$ cat src/rtl/dodge_engine_p.sv
// Falling-object dodge game engine: player/object movement, collisions, lives,
// BCD game timer and a registered per-column scan port for the display drivers.
module dodge_engine_p #(
    parameter int          COLS      = 8,
    parameter int          ROWS      = 8,
    parameter int          N_OBJ     = 3,
    parameter int          LIVES     = 3,
    parameter int          PH        = 2,
    parameter int          TIME_INIT = 30,
    parameter int          SPAWN_GAP = 3,
    parameter logic [15:0] LFSR_SEED = 16'hACE1
) (
    input  logic                     CLK,
    input  logic                     clear,
    input  logic                     tick_mv,
    input  logic                     tick_sec,
    input  logic                     pause,
    input  logic                     mode,
    input  logic                     left,
    input  logic                     right,
    input  logic [$clog2(COLS)-1:0]  scan_col,
    output logic [ROWS-1:0]          fall_col,
    output logic [ROWS-1:0]          player_col,
    output logic [1:0]               state,
    output logic [2:0]               lives,
    output logic                     hit,
    output logic [3:0]               sec_tens,
    output logic [3:0]               sec_ones
);

    localparam int L         = $clog2(COLS);
    localparam int RW        = (ROWS < 2) ? 1 : $clog2(ROWS);
    localparam int MAX_DELAY = (N_OBJ - 1) * SPAWN_GAP;
    localparam int DW        = (MAX_DELAY < 2) ? 1 : $clog2(MAX_DELAY + 1);

    localparam logic [3:0]      INIT_TENS   = 4'(TIME_INIT / 10);
    localparam logic [3:0]      INIT_ONES   = 4'(TIME_INIT % 10);
    localparam logic [ROWS-1:0] PLAYER_MASK = {ROWS{1'b1}} << (ROWS - PH);

    typedef enum logic [1:0] {
        RUN   = 2'b00,
        PAUSE = 2'b01,
        WIN   = 2'b10,
        LOSE  = 2'b11
    } state_t;

    state_t          cur_state;
    state_t          nxt_state;

    logic [15:0]     lfsr;
    logic            mode_q;
    logic [L-1:0]    player_lane;
    logic [L-1:0]    player_nxt;

    logic            obj_active [N_OBJ];
    logic            active_nxt [N_OBJ];
    logic [RW-1:0]   obj_row    [N_OBJ];
    logic [RW-1:0]   row_nxt    [N_OBJ];
    logic [L-1:0]    obj_lane   [N_OBJ];
    logic [L-1:0]    lane_nxt   [N_OBJ];
    logic [DW-1:0]   obj_delay  [N_OBJ];
    logic [DW-1:0]   delay_nxt  [N_OBJ];

    logic            go;
    logic            mv_en;
    logic            sec_en;
    logic            collide;
    logic            lose_evt;
    logic            win_evt;
    logic [2:0]      lives_nxt;
    logic [3:0]      tens_nxt;
    logic [3:0]      ones_nxt;
    logic [ROWS-1:0] fall_bits;

    // The game only advances in RUN with pause released; a rising pause freezes at once.
    assign go     = (cur_state == RUN) && !pause;
    assign mv_en  = go && tick_mv;
    assign sec_en = go && tick_sec;

    always_ff @(posedge CLK) begin
        if (clear) begin
            cur_state <= RUN;
        end else begin
            cur_state <= nxt_state;
        end
    end

    always_comb begin
        nxt_state = cur_state;
        case (cur_state)
            RUN: begin
                if (lose_evt) begin
                    nxt_state = LOSE;
                end else if (win_evt) begin
                    nxt_state = WIN;
                end else if (pause) begin
                    nxt_state = PAUSE;
                end
            end
            PAUSE: begin
                if (!pause) begin
                    nxt_state = RUN;
                end
            end
            default: nxt_state = cur_state;
        endcase
    end

    always_comb begin
        state = cur_state;
    end

    // Fibonacci LFSR, taps 16,14,13,11; free-running so spawn lanes vary with play timing.
    always_ff @(posedge CLK) begin
        if (clear) begin
            lfsr <= LFSR_SEED;
        end else begin
            lfsr <= {lfsr[14:0], lfsr[15] ^ lfsr[13] ^ lfsr[12] ^ lfsr[10]};
        end
    end

    always_comb begin
        player_nxt = player_lane;
        collide    = 1'b0;
        for (int k = 0; k < N_OBJ; k++) begin
            active_nxt[k] = obj_active[k];
            row_nxt[k]    = obj_row[k];
            lane_nxt[k]   = obj_lane[k];
            delay_nxt[k]  = obj_delay[k];
        end
        if (mv_en) begin
            if (right && !left && (player_lane != L'(COLS - 1))) begin
                player_nxt = player_lane + L'(1);
            end else if (left && !right && (player_lane != '0)) begin
                player_nxt = player_lane - L'(1);
            end
            for (int k = 0; k < N_OBJ; k++) begin
                if (!obj_active[k]) begin
                    if (obj_delay[k] != '0) begin
                        delay_nxt[k] = obj_delay[k] - DW'(1);
                    end else begin
                        active_nxt[k] = 1'b1;
                        row_nxt[k]    = '0;
                        lane_nxt[k]   = lfsr[k*L +: L];
                    end
                end else if (obj_row[k] == RW'(ROWS - 1)) begin
                    active_nxt[k] = 1'b0;
                    delay_nxt[k]  = '0;
                end else begin
                    row_nxt[k] = obj_row[k] + RW'(1);
                end
            end
            // Collision is judged on the post-move positions of both player and objects.
            for (int k = 0; k < N_OBJ; k++) begin
                if (active_nxt[k] && (lane_nxt[k] == player_nxt) &&
                    (row_nxt[k] >= RW'(ROWS - PH))) begin
                    collide = 1'b1;
                end
            end
            if (collide) begin
                for (int k = 0; k < N_OBJ; k++) begin
                    active_nxt[k] = 1'b0;
                    delay_nxt[k]  = DW'(k * SPAWN_GAP);
                end
            end
        end
    end

    always_comb begin
        lives_nxt = lives;
        lose_evt  = 1'b0;
        if (collide) begin
            lives_nxt = lives - 3'd1;
            lose_evt  = (lives == 3'd1);
        end
    end

    always_comb begin
        tens_nxt = sec_tens;
        ones_nxt = sec_ones;
        win_evt  = 1'b0;
        if (sec_en) begin
            if (!mode_q) begin
                if (sec_ones != 4'd9) begin
                    ones_nxt = sec_ones + 4'd1;
                end else if (sec_tens != 4'd9) begin
                    tens_nxt = sec_tens + 4'd1;
                    ones_nxt = 4'd0;
                end
            end else begin
                if (sec_ones != 4'd0) begin
                    ones_nxt = sec_ones - 4'd1;
                end else if (sec_tens != 4'd0) begin
                    tens_nxt = sec_tens - 4'd1;
                    ones_nxt = 4'd9;
                end
                win_evt = (tens_nxt == 4'd0) && (ones_nxt == 4'd0);
            end
        end
    end

    always_ff @(posedge CLK) begin
        if (clear) begin
            mode_q      <= mode;
            player_lane <= L'(COLS / 2 - 1);
            lives       <= 3'(LIVES);
            hit         <= 1'b0;
            sec_tens    <= mode ? INIT_TENS : 4'd0;
            sec_ones    <= mode ? INIT_ONES : 4'd0;
            for (int k = 0; k < N_OBJ; k++) begin
                obj_active[k] <= 1'b0;
                obj_row[k]    <= '0;
                obj_lane[k]   <= '0;
                obj_delay[k]  <= DW'(k * SPAWN_GAP);
            end
        end else begin
            player_lane <= player_nxt;
            lives       <= lives_nxt;
            hit         <= collide;
            sec_tens    <= tens_nxt;
            sec_ones    <= ones_nxt;
            for (int k = 0; k < N_OBJ; k++) begin
                obj_active[k] <= active_nxt[k];
                obj_row[k]    <= row_nxt[k];
                obj_lane[k]   <= lane_nxt[k];
                obj_delay[k]  <= delay_nxt[k];
            end
        end
    end

    always_comb begin
        fall_bits = '0;
        for (int k = 0; k < N_OBJ; k++) begin
            if (obj_active[k] && (obj_lane[k] == scan_col)) begin
                fall_bits[obj_row[k]] = 1'b1;
            end
        end
    end

    // Display read is registered so the drivers see a stable column one cycle after selecting it.
    always_ff @(posedge CLK) begin
        if (clear) begin
            fall_col   <= '0;
            player_col <= '0;
        end else begin
            fall_col   <= fall_bits;
            player_col <= (player_lane == scan_col) ? PLAYER_MASK : '0;
        end
    end

endmodule

$ cat config.mk
export PLATFORM = sky130hd
export DESIGN_NAME = dodge_engine_p
export DESIGN_NICKNAME = d
export VERILOG_FILES = /design/src/rtl/dodge_engine_p.sv
export SDC_FILE = /design/constraint.sdc
export NUM_CORES = 1
export LEC_CHECK = 0
export CORE_MARGIN = 2
export CORE_UTILIZATION = 40
export DETAILED_ROUTE_END_ITERATION = 7
export HOLD_SLACK_MARGIN = 0.03
export SKIP_CTS_REPAIR_TIMING = 1
export SYNTH_ARGS = -nofsm -noshare
export SYNTH_HDL_FRONTEND = slang
export SYNTH_SLANG_ARGS = --single-unit
$ cat constraint.sdc
create_clock -name CLK -period 4.7 [get_ports CLK]
set_clock_uncertainty 0.2 [all_clocks]
set_input_delay 0.47 -clock CLK [delete_from_list [all_inputs] [get_ports CLK]]
set_output_delay 0.47 -clock CLK [all_outputs]
set_load 0.1 [all_outputs]
==> results.yml <==
route:
  vias_per_cell: 5.22
  drt.antenna.violating_nets: 0
  first_pass_iters: 4
  wl_per_cell_um: 13.7
  remaining_drc_errors: 0
  totalWireLength_um: 8640
  num_vias: 3298
  drt_iter0_drc: 129
cells_and_area:
  final_common_cell: "dfxtp_1"
  ff_latch_area_um2: 1510
  final_cell_mix: "dfxtp_1 (68), nand2_1 (44), nor2_1 (38)"
  antenna_cells: 0
  fillers: 987
  layout-drive-gt1-share: 0.0822
  fin_area_um2: 4690
  finish.net_count: 527
  utilization: 0.478
  syn_to_final_growth_pct: 15.0
  multiInputGateArea_um2: 2330
yosys:
  ys_ff_latch: 73
  synth_enable_flop_cells: 5
  netlist.area_leader.share: 0.334
  synth_compound_area_frac: 0.159
  syn_area_um2: 4080
  async_flop_share: 0
  synthMuxAreaShare: 0.0273
  synth-xor-area-share: 0.0733
  synthFlopType: "dfxtp_1"
  syn_inst: 479
  avgSynthCellArea_um2: 8.51
  yosys.area.top_type: "dfxtp_1"
  yosys.area_share.adder: 0.0675
  synth-simple-area-share: 0.240
  ys_top_cells_by_area: "dfxtp_1 (33%), ha_1 (6.8%), xnor2_1 (4.1%)"
  synth_top_family_by_area: "simple AND/OR/NAND/NOR gates"
  seq_area_frac_synth: 0.371
  ys_warn_count: 0
  synth_cell_type_count: 62
placement:
  place_area_um2: 4450
  finalWeightedCongestion: 0.894
  dp_hpwl_um: 6240
  numPortBuffers: 34
clock_tree:
  cts_buffer_depth: 2
  cts_made_buffers: 9
  cts_tree: "built"
  clk-insertion-delay-late_ns: 0.35
  clockRootBuffer: "clkbuf_8"
  clock-sinks: 73
  htree_levels: 3
  clk_pin_slew_ns: 0.08
power:
  seqPwrFrac: 0.445
  combinationalPowerShare: 0.167
  vdd_ir_drop_max_v: 0.000181
  powerDensity_nw_per_um2: 329
  power.net_switching_w: 0.000433
  sw_frac_of_total: 0.281
  intPower_w: 0.00111
  finalPower_w: 0.00154
  p_leak_nw: 1.80
  clockPowerShare: 0.389
floorplan:
  initial_utilization: 0.415
  dieArea_um2: 11000
  row_count: 36
  core_um2: 9820
  die_width_um: 105
  io_pins: 41
  die_y_um: 105
setup_path:
  end_kind: "flip-flop"
  slowest_stage: "dfxtp_1"
  crit_chain: "inv_1, ha_1, nor2b_1, a22o_1, a211oi_2, xnor2_1, or4_4, a31oi_4, nor2_2, a31o_1"
  required_ns: 4.74
  crit_path_start_kind: "flip-flop"
  cp_top_family: "compound AO/OA/AOI/OAI gates"
  slowest_delay_ns: 0.52
  cp_max_fo: 8
  path_class: "flip-flop to flip-flop"
  cp.arrival_ns: 3.38
  cp_num_buf_inv: 1
global_routing:
  grt_overflow: 0
  antenna_found_initial: 0
  grt_pass1_vias: 3073
  track_usage: 0.161
  grt_max_degree: 44
  grt_pass1_wl_um: 14700
flow_run:
  maxCapViolCount: 0
status:
  outcome: "complete, no violations"
sta:
  worst_pin_slew_ns: 0.984
  finalMaxSlewViolations: 0
  holdWs_ns: 0.222
  maxSlewHeadroom: 0.342
  fmax_ghz: 0.299
  grt_setup_unrepaired: "false"
  setup_tns_ns: 0
  setup_violations: 0
  fin_crit_sh: 0.711
  finalCriticalPeriod_ns: 3.34
  finalHoldViolCount: 0
min_path:
  hp-class: "flip-flop to flip-flop"
cell families after synthesis:
kind of cell | Yosys count
and+or+nand+nor | 188
AOI/OAI and AO/OA | 92
DFF | 73
buffers and inverters | 60
xor gates and xnor gates | 32
adders and majority gates | 22
muxes | 11
other | 1
area by class of cell:
cell class / count / area share
Clock buffer: 11 / 0.0301
Clock inverter: 5 / 0.0216
Inverter: 23 / 0.0184
Multi-Input combinational cell: 351 / 0.497
Sequential cell: 73 / 0.322
Tap cell: 133 / 0.0355
Timing Repair Buffer: 36 / 0.0747
routing by layer:
layer | track usage | up-vias | share of wire
li1 | - | 1681 | -
met1 | 0.212 | 1558 | 0.49
met2 | 0.264 | 50 | 0.46
met3 | 0.0281 | 9 | 0.031
met4 | 0.0581 | 0 | 0.011
met5 | 0 | - | 0
power by group through the flow:
| stage | sequential, W | combinational [W] | clock [W] |
|---|---|---|---|
| 3_3_place_gp | 0.000700 | 0.000253 | 0 |
| 4_1_cts | 0.000685 | 0.000258 | 0.000615 |
| 2_1_floorplan | 0.000736 | 0.000169 | 0 |
| 3_5_place_dp | 0.000699 | 0.000257 | 0 |
| 6_report | 0.000686 | 0.000257 | 0.000599 |
| 5_1_grt | 0.000690 | 0.000280 | 0.000641 |
flip-flops by register name, indices dropped and copies added (netlist names):
| register | count |
|---|---|
| obj_row | 9 |
| obj_lane | 9 |
| lives | 3 |
| obj_active | 3 |
| lfsr | 16 |
| obj_delay | 9 |
| sec_ones | 4 |
| state | 2 |
| player_lane | 3 |
| player_col | 1 |
| fall_col | 8 |
| sec_tens | 4 |
| hit | 1 |
| mode_q | 1 |
worst paths after layout:
path,startpoint,end,slack [ns],cells past startpoint
setup / recovery,player_lane[0],obj_delay[0][5],1.36,10
hold / removal,lfsr[14],lfsr[15],0.22,1
setup reg to reg,player_lane[0],obj_delay[0][5],1.36,10
hold reg to reg,lfsr[14],lfsr[15],0.22,1
worst reg2reg max path, delay by kind of cell (launching register included):
kind	cells	cell delay (ns)
buffers and inverters	1	0.11
XOR/XNOR	1	0.13
flip-flops	1	0.52
AND/OR/NAND/NOR	3	0.74
AO/OA/AOI/OAI	4	1.21
adder cells (fa/ha/maj)	1	0.32
synth_stat cells (all sizes together), types with 3 or more instances:
cell and instances:
a21oi 32, a32o 3, nand3 22, nand3b 8, edfxtp 5, and3 5, nor4 4, nand4 7
ha 22, buf 8, o2bb2ai 3, o311ai 3, a31oi 7, a221oi 3, nand2b 9, or2 9
a211oi 4, a22oi 7, nand2 44, nor2b 17, a32oi 4, or4 4, xnor2 20, xor2 12
a21o 3, nor2 39, dfxtp 68, clkbuf 29, mux2i 10, and2 5, o21ai 12, inv 23
nor3 9
metrics by stage:
step / setup slack [ns] / cells
global placement: 1.29 / 616
finish: 1.36 / 632
detailed placement: 1.23 / 616
floorplan: 1.68 / 484
CTS: 1.32 / 632
global route: 1.19 / 632
(Power assumes the default switching activity.)
